--- config.mk ---
export PLATFORM = sky130hd
export DESIGN_NAME = id_ex_ctrl_stage
export DESIGN_NICKNAME = d
export VERILOG_FILES = /design/src/rtl/id_ex_ctrl_stage.sv
export SDC_FILE = /design/constraint.sdc
export NUM_CORES = 1
export LEC_CHECK = 0
export CORE_ASPECT_RATIO = 0.6
export CORE_MARGIN = 5
export CORE_UTILIZATION = 40
export CTS_CLUSTER_SIZE = 40
export DETAILED_ROUTE_END_ITERATION = 6
export DONT_BUFFER_PORTS = 1
export GPL_ROUTABILITY_DRIVEN = 0
export GPL_TIMING_DRIVEN = 0
export PLACE_DENSITY = 0.6
export RECOVER_POWER = 50
export SLEW_MARGIN = 40
export SYNTH_ARGS = -nofsm -noshare
export SYNTH_HDL_FRONTEND = slang
export SYNTH_SLANG_ARGS = --single-unit
--- constraint.sdc ---
create_clock -name clk -period 2.9 [get_ports clk]
set_input_delay 0.435 -clock clk [delete_from_list [all_inputs] [get_ports clk]]
set_output_delay 0.435 -clock clk [all_outputs]
set_load 0.005 [all_outputs]
--- src/rtl/id_ex_ctrl_stage.sv ---
// ID -> EX control producer. Decodes the ID-stage instruction into main
// control, ALUOp and the 4-bit funct field used by the EX-stage ALU control.
// It also sign-extends the immediate, detects load-use hazards, and holds the
// result in the ID/EX register. Stall and flush requests from the
// hazard/branch unit act on that register.
module id_ex_ctrl_stage #(
    parameter int XLEN = 64
) (
    input  logic            clk,
    input  logic            rst_n,
    input  logic [31:0]     id_instr,
    input  logic            id_valid,
    input  logic            stall,
    input  logic            flush,
    output logic            load_use_stall,
    output logic            ex_valid,
    output logic [1:0]      ex_alu_op,
    output logic [3:0]      ex_funct,
    output logic            ex_alu_src,
    output logic            ex_reg_write,
    output logic            ex_mem_read,
    output logic            ex_mem_write,
    output logic            ex_mem_to_reg,
    output logic            ex_branch,
    output logic            ex_illegal,
    output logic [4:0]      ex_rs1,
    output logic [4:0]      ex_rs2,
    output logic [4:0]      ex_rd,
    output logic [XLEN-1:0] ex_imm
);

    localparam logic [6:0] OP_R   = 7'b0110011;
    localparam logic [6:0] OP_LD  = 7'b0000011;
    localparam logic [6:0] OP_SD  = 7'b0100011;
    localparam logic [6:0] OP_BEQ = 7'b1100011;

    typedef struct packed {
        logic [1:0]      alu_op;
        logic [3:0]      funct;
        logic            alu_src;
        logic            reg_write;
        logic            mem_read;
        logic            mem_write;
        logic            mem_to_reg;
        logic            branch;
        logic            illegal;
        logic [4:0]      rs1;
        logic [4:0]      rs2;
        logic [4:0]      rd;
        logic [XLEN-1:0] imm;
    } ctrl_t;

    ctrl_t       dec_p0;
    ctrl_t       ex_p1;
    logic        vld_p1;
    logic [6:0]  opcode;
    logic        uses_rs2;
    logic        load_use;

    // Every immediate format fits in 13 bits once the sign bit is replicated.
    function automatic logic signed [XLEN-1:0] sext13(input logic signed [12:0] v);
        return {{(XLEN-13){v[12]}}, v};
    endfunction

    assign opcode = id_instr[6:0];

    // Stage p0: combinational decode of the ID instruction
    always_comb begin
        dec_p0       = '0;
        uses_rs2     = 1'b0;
        dec_p0.funct = {id_instr[30], id_instr[14:12]};
        dec_p0.rs1   = id_instr[19:15];
        dec_p0.rs2   = id_instr[24:20];
        dec_p0.rd    = id_instr[11:7];
        case (opcode)
            OP_R: begin
                dec_p0.alu_op    = 2'b10;
                dec_p0.reg_write = 1'b1;
                uses_rs2         = 1'b1;
            end
            OP_LD: begin
                dec_p0.alu_op     = 2'b00;
                dec_p0.alu_src    = 1'b1;
                dec_p0.mem_read   = 1'b1;
                dec_p0.mem_to_reg = 1'b1;
                dec_p0.reg_write  = 1'b1;
                dec_p0.imm        = sext13({id_instr[31], id_instr[31:20]});
            end
            OP_SD: begin
                dec_p0.alu_op    = 2'b00;
                dec_p0.alu_src   = 1'b1;
                dec_p0.mem_write = 1'b1;
                dec_p0.imm       = sext13({id_instr[31], id_instr[31:25], id_instr[11:7]});
                uses_rs2         = 1'b1;
            end
            OP_BEQ: begin
                dec_p0.alu_op = 2'b01;
                dec_p0.branch = 1'b1;
                dec_p0.imm    = sext13({id_instr[31], id_instr[7], id_instr[30:25],
                                        id_instr[11:8], 1'b0});
                uses_rs2      = 1'b1;
            end
            default: dec_p0.illegal = 1'b1;
        endcase
    end

    // A load in EX whose rd feeds the ID instruction must be separated by a bubble.
    // rd=x0 never counts, and rs2 only counts for formats that actually read it.
    assign load_use = vld_p1 & ex_p1.mem_read & (ex_p1.rd != 5'd0) & id_valid &
                      ((ex_p1.rd == dec_p0.rs1) | ((ex_p1.rd == dec_p0.rs2) & uses_rs2));

    // A flush squashes the instruction, so no hold request is needed alongside it.
    assign load_use_stall = load_use & ~flush;

    // Stage p1: ID/EX register; flush beats stall, stall beats the load-use bubble
    always_ff @(posedge clk or negedge rst_n) begin
        if (!rst_n) begin
            vld_p1 <= 1'b0;
            ex_p1  <= '0;
        end else if (flush) begin
            vld_p1 <= 1'b0;
            ex_p1  <= '0;
        end else if (!stall) begin
            if (load_use || !id_valid) begin
                vld_p1 <= 1'b0;
                ex_p1  <= '0;
            end else begin
                vld_p1 <= 1'b1;
                ex_p1  <= dec_p0;
            end
        end
    end

    assign ex_valid      = vld_p1;
    assign ex_alu_op     = ex_p1.alu_op;
    assign ex_funct      = ex_p1.funct;
    assign ex_alu_src    = ex_p1.alu_src;
    assign ex_reg_write  = ex_p1.reg_write;
    assign ex_mem_read   = ex_p1.mem_read;
    assign ex_mem_write  = ex_p1.mem_write;
    assign ex_mem_to_reg = ex_p1.mem_to_reg;
    assign ex_branch     = ex_p1.branch;
    assign ex_illegal    = ex_p1.illegal;
    assign ex_rs1        = ex_p1.rs1;
    assign ex_rs2        = ex_p1.rs2;
    assign ex_rd         = ex_p1.rd;
    assign ex_imm        = ex_p1.imm;

endmodule

Word-level counts from Yosys, hierarchy flattened
Index checks and enable logic that the tools add are counted.
Widths: inputs -> output; s select.
{"block": "word_totals", "reg_bits": 93, "inputBits": 37, "out_inout_bits": 94, "elab_cells": 51}
{"block": "op_classes", "n_eq_ne": 7, "muxes": 15, "bitwise": 8, "n_reduce_logical": 7}
{"cell": "$mux 92", "count": 3}
{"cell": "$pmux 64 s3", "count": 1}
{"cell": "$eq 7x6->1 const B", "count": 2}
{"cell": "$eq 5x5->1", "count": 2}
{"cell": "$mux 1", "count": 10}
{"cell": "$eq 7x2->1 const B", "count": 1}
{"cell": "$eq 7x7->1 const B", "count": 1}
{"cell": "$and 1x1->1", "count": 6}
{"cell": "$reduce_bool 5->1", "count": 1}
{"cell": "$pmux 2 s2", "count": 1}
{"cell": "$reduce_or 2->1", "count": 2}
{"cell": "$reduce_or 4->1", "count": 1}
{"cell": "$reduce_or 3->1", "count": 1}
{"cell": "$ne 2x1->1 const B", "count": 1}
{"cell": "$logic_not 1->1", "count": 1}
{"cell": "$logic_or 1x1->1", "count": 1}
{"cell": "$not 1->1", "count": 1}
{"cell": "$or 1x1->1", "count": 1}

Longest topological paths before layout
Gate-level depths: netlist (run 1).
{"block": "depth", "ltp_word": 10, "mapped_depth": 6, "ltp_nobuf": 5}

Worst setup path before layout (run 1)
Ideal clock, no wire load.
{"block": "synth_timing", "path_kind": "reg-to-output", "start": "register ex_imm[62] (netlist name)", "end": "output port ex_imm[13]", "arrival_time_ps": 1348, "t_required_ps": 2465, "path_slack_ps": 1117, "path_stages_with_launch": 2, "path_buffers": 1, "cell_sequence": "dfrtp_1 > buf_4"}
{"element": "to (decl)", "line_no": "29", "text": "output logic [XLEN-1:0] ex_imm"}

==> results.md, run 1 <==
* Status: finished clean
* Setup Skew at 0.00982 ns
* Clk sinks at 40
* FF-to-FF setup slack at 0.94 ns
* Final hold vios at 0
* Synth top area cells: dfrtp_1 46%, buf_4 18%, a22o_1 11%, a32o_1 5.6%, xnor2_1 4.1%
* Tcrit/Tclk final at 0.792
* Type of origin of the critical path: flop
* Dpl hpwl at 4320 um
* Syn_nets at 233
* Post-DRT Antenna Nets at 0
* Pins Over Slew Limit at 0
* First-pass GRT wire length at 8650 um
* Count of different cell masters after synthesis at 30
* Most frequent cell after synthesis: buf_4
* Post-synth EDFFs at 0
* Area of the multi-input gates at 703 um^2
* Sequential share of power at 0.555
* Area Growth Syn to Fin at 8.59%
* Clock transition time at the flip-flop clock pins of the worst setup and hold paths at 0.08 ns
* CP Data Required Time at 2.47 ns
* Sequential fraction of the synthesis area at 0.464
* Worst setup EP type: output pin
* Die area at 7010 um^2
* Vias in the first global route at 1469
* Critical path, cell by cell: buf_4
* Flip-flop and latch area at 1000 um^2
* Max-slew headroom at 0.0562
* Drt total wl at 5730 um
* PortBufs at 0
* Area leader, netlist: dfrtp_1
* Mean Syn Cell Area at 11.0 um^2
* Combinational power share at 0.079
* Tmin final at 2.30 ns
* Pwr Total at 1.05 mW
* Worst path slowest cell: dfrtp_1
* Cell-internal power at 0.798 mW
* WL/cell at 21.1 um
* RSZ-0062 raised after global routing: false
* CTS tree: done
* Sw frac at 0.242
* Sw Pwr at 0.255 mW
* Remaining DRCs at 0
* Max Cap Viol at 0
* WHS at 0.267 ns
* Fmax achieved at 0.435 GHz
* Die width at 105 um
* Hold Path Class: in -> reg
* Grt ovf at 0
* Count of final setup violators at 0
* Top cell type's share of synthesized area at 0.464
* Total setup buffers inserted after CTS at 0
* Slew @ Worst Pin at 1.42 ns
* Worst stage delay on the critical path at 1.29 ns
* Worst path top cell family by delay: flip-flops
* Initial Util at 0.420
* Final worst slack at 0.602 ns
* Post-Route Setup TNS at 0 ns
* DR pass1 iterations at 4
* Clock network power share at 0.366
* Tot GR Track Use at 0.160
* Clock Tree Buf Depth at 2
* Crit path kind: reg -> out
* Pre-CTS setup slack at 0.896 ns
* Final nets at 242
* 1st-iter DRT viols at 56
* Synth warn at 0
* Arrival time at the worst endpoint at 1.86 ns
* CP bufs+invs at 1
* Crit-path max FO at 53
* Count of state elements after synthesis at 40
* H-tree levels at 2
* Largest net degree at the start of global routing at 54
* Die height at 66.9 um
* Antenna cell count at 0
* Initial antenna violation count at 0
* P_leak at 1.15 nW
* Ys async rst share at 1.00
* Core area at 5130 um^2
* PwrDens at 450 nW/um^2
* Mapped cell area at 2160 um^2
* Share of layout cells above drive strength 1 at 0.311
* Worst-skew pair later-pin latency at 0.29 ns
* Detailed-route via count at 1477
* Most frequent cells after synthesis: 53 x buf_4, 40 x dfrtp_1, 26 x a22o_1
* FP Rows at 20
* # IOs at 131
* # fillers at 485
* Main synth FF type: dfrtp_1
* Num CTS Buffers at 5
* Synth Instances at 196
* Root Buffer: clkbuf_8
* DR vias/cell at 5.43
* Worst IR Drop VDD at 0.187 mV
[what timing repair did]
action	in CTS	in global routing
resized for setup	0	0
hold buffers	2	0
hold endpoints to repair	40	0
[layout make-up]
cell class              count  area share
multi-input cells          94       0.300
well taps                  66      0.0353
clock buffers               8      0.0385
repair buffers              2      0.0128
flip-flops and latches     40       0.428
plain buffers              61       0.184
inverters                   1     0.00160
[sequential cells by signal, indices dropped and copies added (netlist names)]
| signal | count |
|---|---|
| ex_reg_write | 1 |
| ex_mem_write | 1 |
| ex_rs1 | 5 |
| ex_valid | 1 |
| ex_funct | 4 |
| ex_rs2 | 5 |
| ex_branch | 1 |
| ex_imm | 13 |
| ex_alu_src | 1 |
| ex_alu_op | 1 |
| ex_mem_read | 1 |
| ex_illegal | 1 |
| ex_rd | 5 |
[kinds of logic after synthesis]
| group | Yosys count | share of synthesized area |
|---|---|---|
| mux | 1 | 0.00464 |
| xor+xnor | 11 | 0.0447 |
| compound gates | 50 | 0.204 |
| simple gates | 32 | 0.0778 |
| flops | 40 | 0.464 |
| buf+inv | 62 | 0.205 |
[worst paths after layout]
check,start,end,depth (start not counted)
setup / recovery,ex_imm[62],ex_imm[42],1
hold / removal,id_instr[9],ex_rd[2],1
setup reg to reg,ex_rd[0],ex_alu_src,5
hold reg to reg,ex_imm[7],ex_imm[7],1
max in group asynchronous,rst_n,ex_rd[0],2
min in group asynchronous,rst_n,ex_rd[4],2
[through the flow]
step | util | cells | area [um^2]
2_1_floorplan | - | 196 | 2160
4_1_cts | 0.460 | 272 | 2360
5_1_grt | 0.456 | 272 | 2340
6_report | 0.456 | 272 | 2340
3_5_place_dp | 0.437 | 262 | 2240
3_3_place_gp | 0.436 | 262 | 2240
[layer usage]
| layer | global-route usage | up-vias | wire length (um) |
|---|---|---|---|
| li1 | - | 670 | - |
| met4 | 0.0335 | 0 | 20 |
| met1 | 0.221 | 730 | 2540 |
| met5 | 0 | - | 0 |
| met3 | 0.0852 | 2 | 724 |
| met2 | 0.219 | 75 | 2450 |
[power by group through the flow]
stage                     combinational (mW)  clock (mW)  sequential (mW)
after detailed placement              0.0706           0            0.595
final                                 0.0833       0.385            0.584
after global placement                0.0691           0            0.595
after global routing                  0.0920       0.418            0.585
after CTS                             0.0868       0.396            0.584
after floorplan                       0.0555           0            0.590
[cells in the final DEF (no fill, tap or decap), drive strengths merged]
master,instances
buf,54
o21ai,1
nand2,4
a41o,1
inv,1
nor4,1
nand3,4
a22o,26
and4bb,1
nor2b,3
and2,2
dfrtp,40
a21o,1
nor2,8
xor2,1
a22oi,4
nor3,5
dlygate4sd3,1
o22ai,1
a21boi,1
clkbuf,16
a32o,12
mux2i,1
nand2b,1
and3,2
nand4,1
xnor2,10
a21oi,3
(Power assumes the default switching activity.)
==> inputs of run 2 (changes only) <==
Settings changed: PLACE_DENSITY 0.6 to 0.62.
Clock period 2.9 ns to 2 ns, I/O delays scaled along.
==> results.md, run 2 (synthesized netlist as in run 1, its figures left out) <==
* Max Cap Viol at 0 (unchanged)
* Dpl hpwl at 4370 um (+1.0%)
* Tot GR Track Use at 0.161 (+0.000492)
* First-pass GRT wire length at 8780 um (+1.6%)
* Hold Path Class: in -> reg
* Worst IR Drop VDD at 0.228 mV (+22%)
* Die area at 7010 um^2 (unchanged)
* H-tree levels at 2 (unchanged)
* Final nets at 242 (unchanged)
* Most common cell after layout, fill and taps aside: buf_4
* Final hold vios at 0 (unchanged)
* FP Rows at 20 (unchanged)
* Clock transition time at the flip-flop clock pins of the worst setup and hold paths at 0.07 ns (about the same)
* Final worst slack at 0.119 ns (-0.484 ns)
* Drt total wl at 5670 um (-1.2%)
* Pre-CTS setup slack at 0.217 ns (-0.679 ns)
* # IOs at 131 (unchanged)
* Post-Layout Cell Count at 272 (unchanged)
* Final core occ at 0.461 (+0.00464)
* Share of layout cells above drive strength 1 at 0.359 (+0.0485)
* Setup Skew at 0.00398 ns (-0.00584 ns)
* Vias in the first global route at 1561 (+6.3%)
* # fillers at 481 (-0.82%)
* CP Data Required Time at 1.70 ns (-0.77 ns)
* Worst setup EP type: output pin
* Pwr Total at 1.51 mW (+44%)
* Arrival time at the worst endpoint at 1.58 ns (-0.28 ns)
* Placed instance area at 2240 um^2 (unchanged)
* Area Growth Syn to Fin at 9.69%
* Fmax achieved at 0.532 GHz
* Slew @ Worst Pin at 1.02 ns (-0.400 ns)
* Clock Tree Buf Depth at 2 (unchanged)
* Worst-skew pair later-pin latency at 0.29 ns (about the same)
* Crit path kind: reg -> out
* Initial antenna violation count at 0 (unchanged)
* Detailed-route via count at 1505 (+1.9%)
* Placed cell count at 262 (unchanged)
* WL/cell at 20.8 um (-1.2%)
* Clk sinks at 40 (unchanged)
* Initial Util at 0.420 (unchanged)
* Die height at 66.9 um (unchanged)
* Max FFs per register at 13 (unchanged)
* Pins Over Slew Limit at 0 (unchanged)
* DR pass1 iterations at 4 (unchanged)
* PortBufs at 0 (unchanged)
* 1st-iter DRT viols at 59 (+5.4%)
* Largest net degree at the start of global routing at 54 (unchanged)
* Count of final setup violators at 0 (unchanged)
* Root Buffer: clkbuf_8
* Tcrit/Tclk final at 0.941
* Status: finished clean
* Remaining DRCs at 0 (unchanged)
* Area of the multi-input gates at 728 um^2 (+3.6%)
* Post-DRT Antenna Nets at 0 (unchanged)
* Die width at 105 um (unchanged)
* Post-Route Setup TNS at 0 ns (unchanged)
* Max-slew headroom at 0.323 (+0.267)
* Commonest cells after routing, fill and taps aside: 51 x buf_4, 35 x dfrtp_1, 26 x a22o_1
* Core area at 5130 um^2 (unchanged)
* CTS tree: done
* P_leak at 1.16 nW (+1.2%)
* Flip-flop and latch area at 1010 um^2 (+0.63%)
* Num CTS Buffers at 5 (unchanged)
* Crit-path max FO at 9 (-83%)
* PwrDens at 641 nW/um^2 (+42%)
* WHS at 0.141 ns (-0.126 ns)
* Type of origin of the critical path: flop
* Fin area at 2360 um^2 (+1.0%)
* Tmin final at 1.88 ns
* DR vias/cell at 5.53 (+1.9%)
* Antenna cell count at 0 (unchanged)
* Grt ovf at 0 (unchanged)
-- run 2: cell counts in the layout (fill, tap and decap cells not counted) --
No cell type changed its count.
-- run 2: cell type report --
| cell class | instances | share of cell area |
|---|---|---|
| multi-input combinational | 94 | 0.308 |
| buffer | 61 | 0.185 |
| clock buffer | 8 | 0.0381 |
| tap | 66 | 0.0349 |
| timing repair buffer | 2 | 0.00635 |
| sequential | 40 | 0.426 |
| inverter | 1 | 0.00159 |
-- run 2: final timing paths --
kind	from	depth (start not counted)	slack [ns]	to
max in group asynchronous	rst_n	2	0.58	ex_rd[2]
max reg2reg	ex_rd[0]	5	0.29	ex_rd[4]
min in group asynchronous	rst_n	2	0.73	ex_imm[6]
min	id_instr[22]	1	0.14	ex_rs2[2]
max	ex_rd[1]	5	0.12	load_use_stall
min reg2reg	ex_imm[8]	1	0.52	ex_imm[8]
-- run 2: routing by layer --
| layer | wire, um | global-route usage | up-vias |
|---|---|---|---|
| met5 | 0 | 0 | - |
| met4 | 32 | 0.0383 | 0 |
| met3 | 785 | 0.0862 | 5 |
| met2 | 2480 | 0.234 | 78 |
| met1 | 2370 | 0.210 | 744 |
| li1 | - | - | 678 |
-- run 2: worst max-delay path: stages, from the launching register on --
cell	delay, ns
dfrtp_2	0.46
xnor2_1	0.18
nand3_1	0.11
o22ai_2	0.26
nand2_4	0.13
nor2_1	0.15
-- run 2: what timing repair did --
action,in CTS,in global routing
pin swaps,0,1
setup buffers,0,0
endpoints found under the hold margin,40,0
resized for setup,2,5
hold buffers,2,0
setup endpoints to repair,1,1
-- run 2: power by group --
part	switching, mW	internal, mW
Clock	0.266	0.281
Sequential	0.0211	0.826
Combinational	0.0709	0.0489
==> inputs of run 3 (changes only) <==
Settings changed: TNS_END_PERCENT set to 1.
==> results of run 3 <==
Final layout, timing and power as in run 2 (identical DEF).
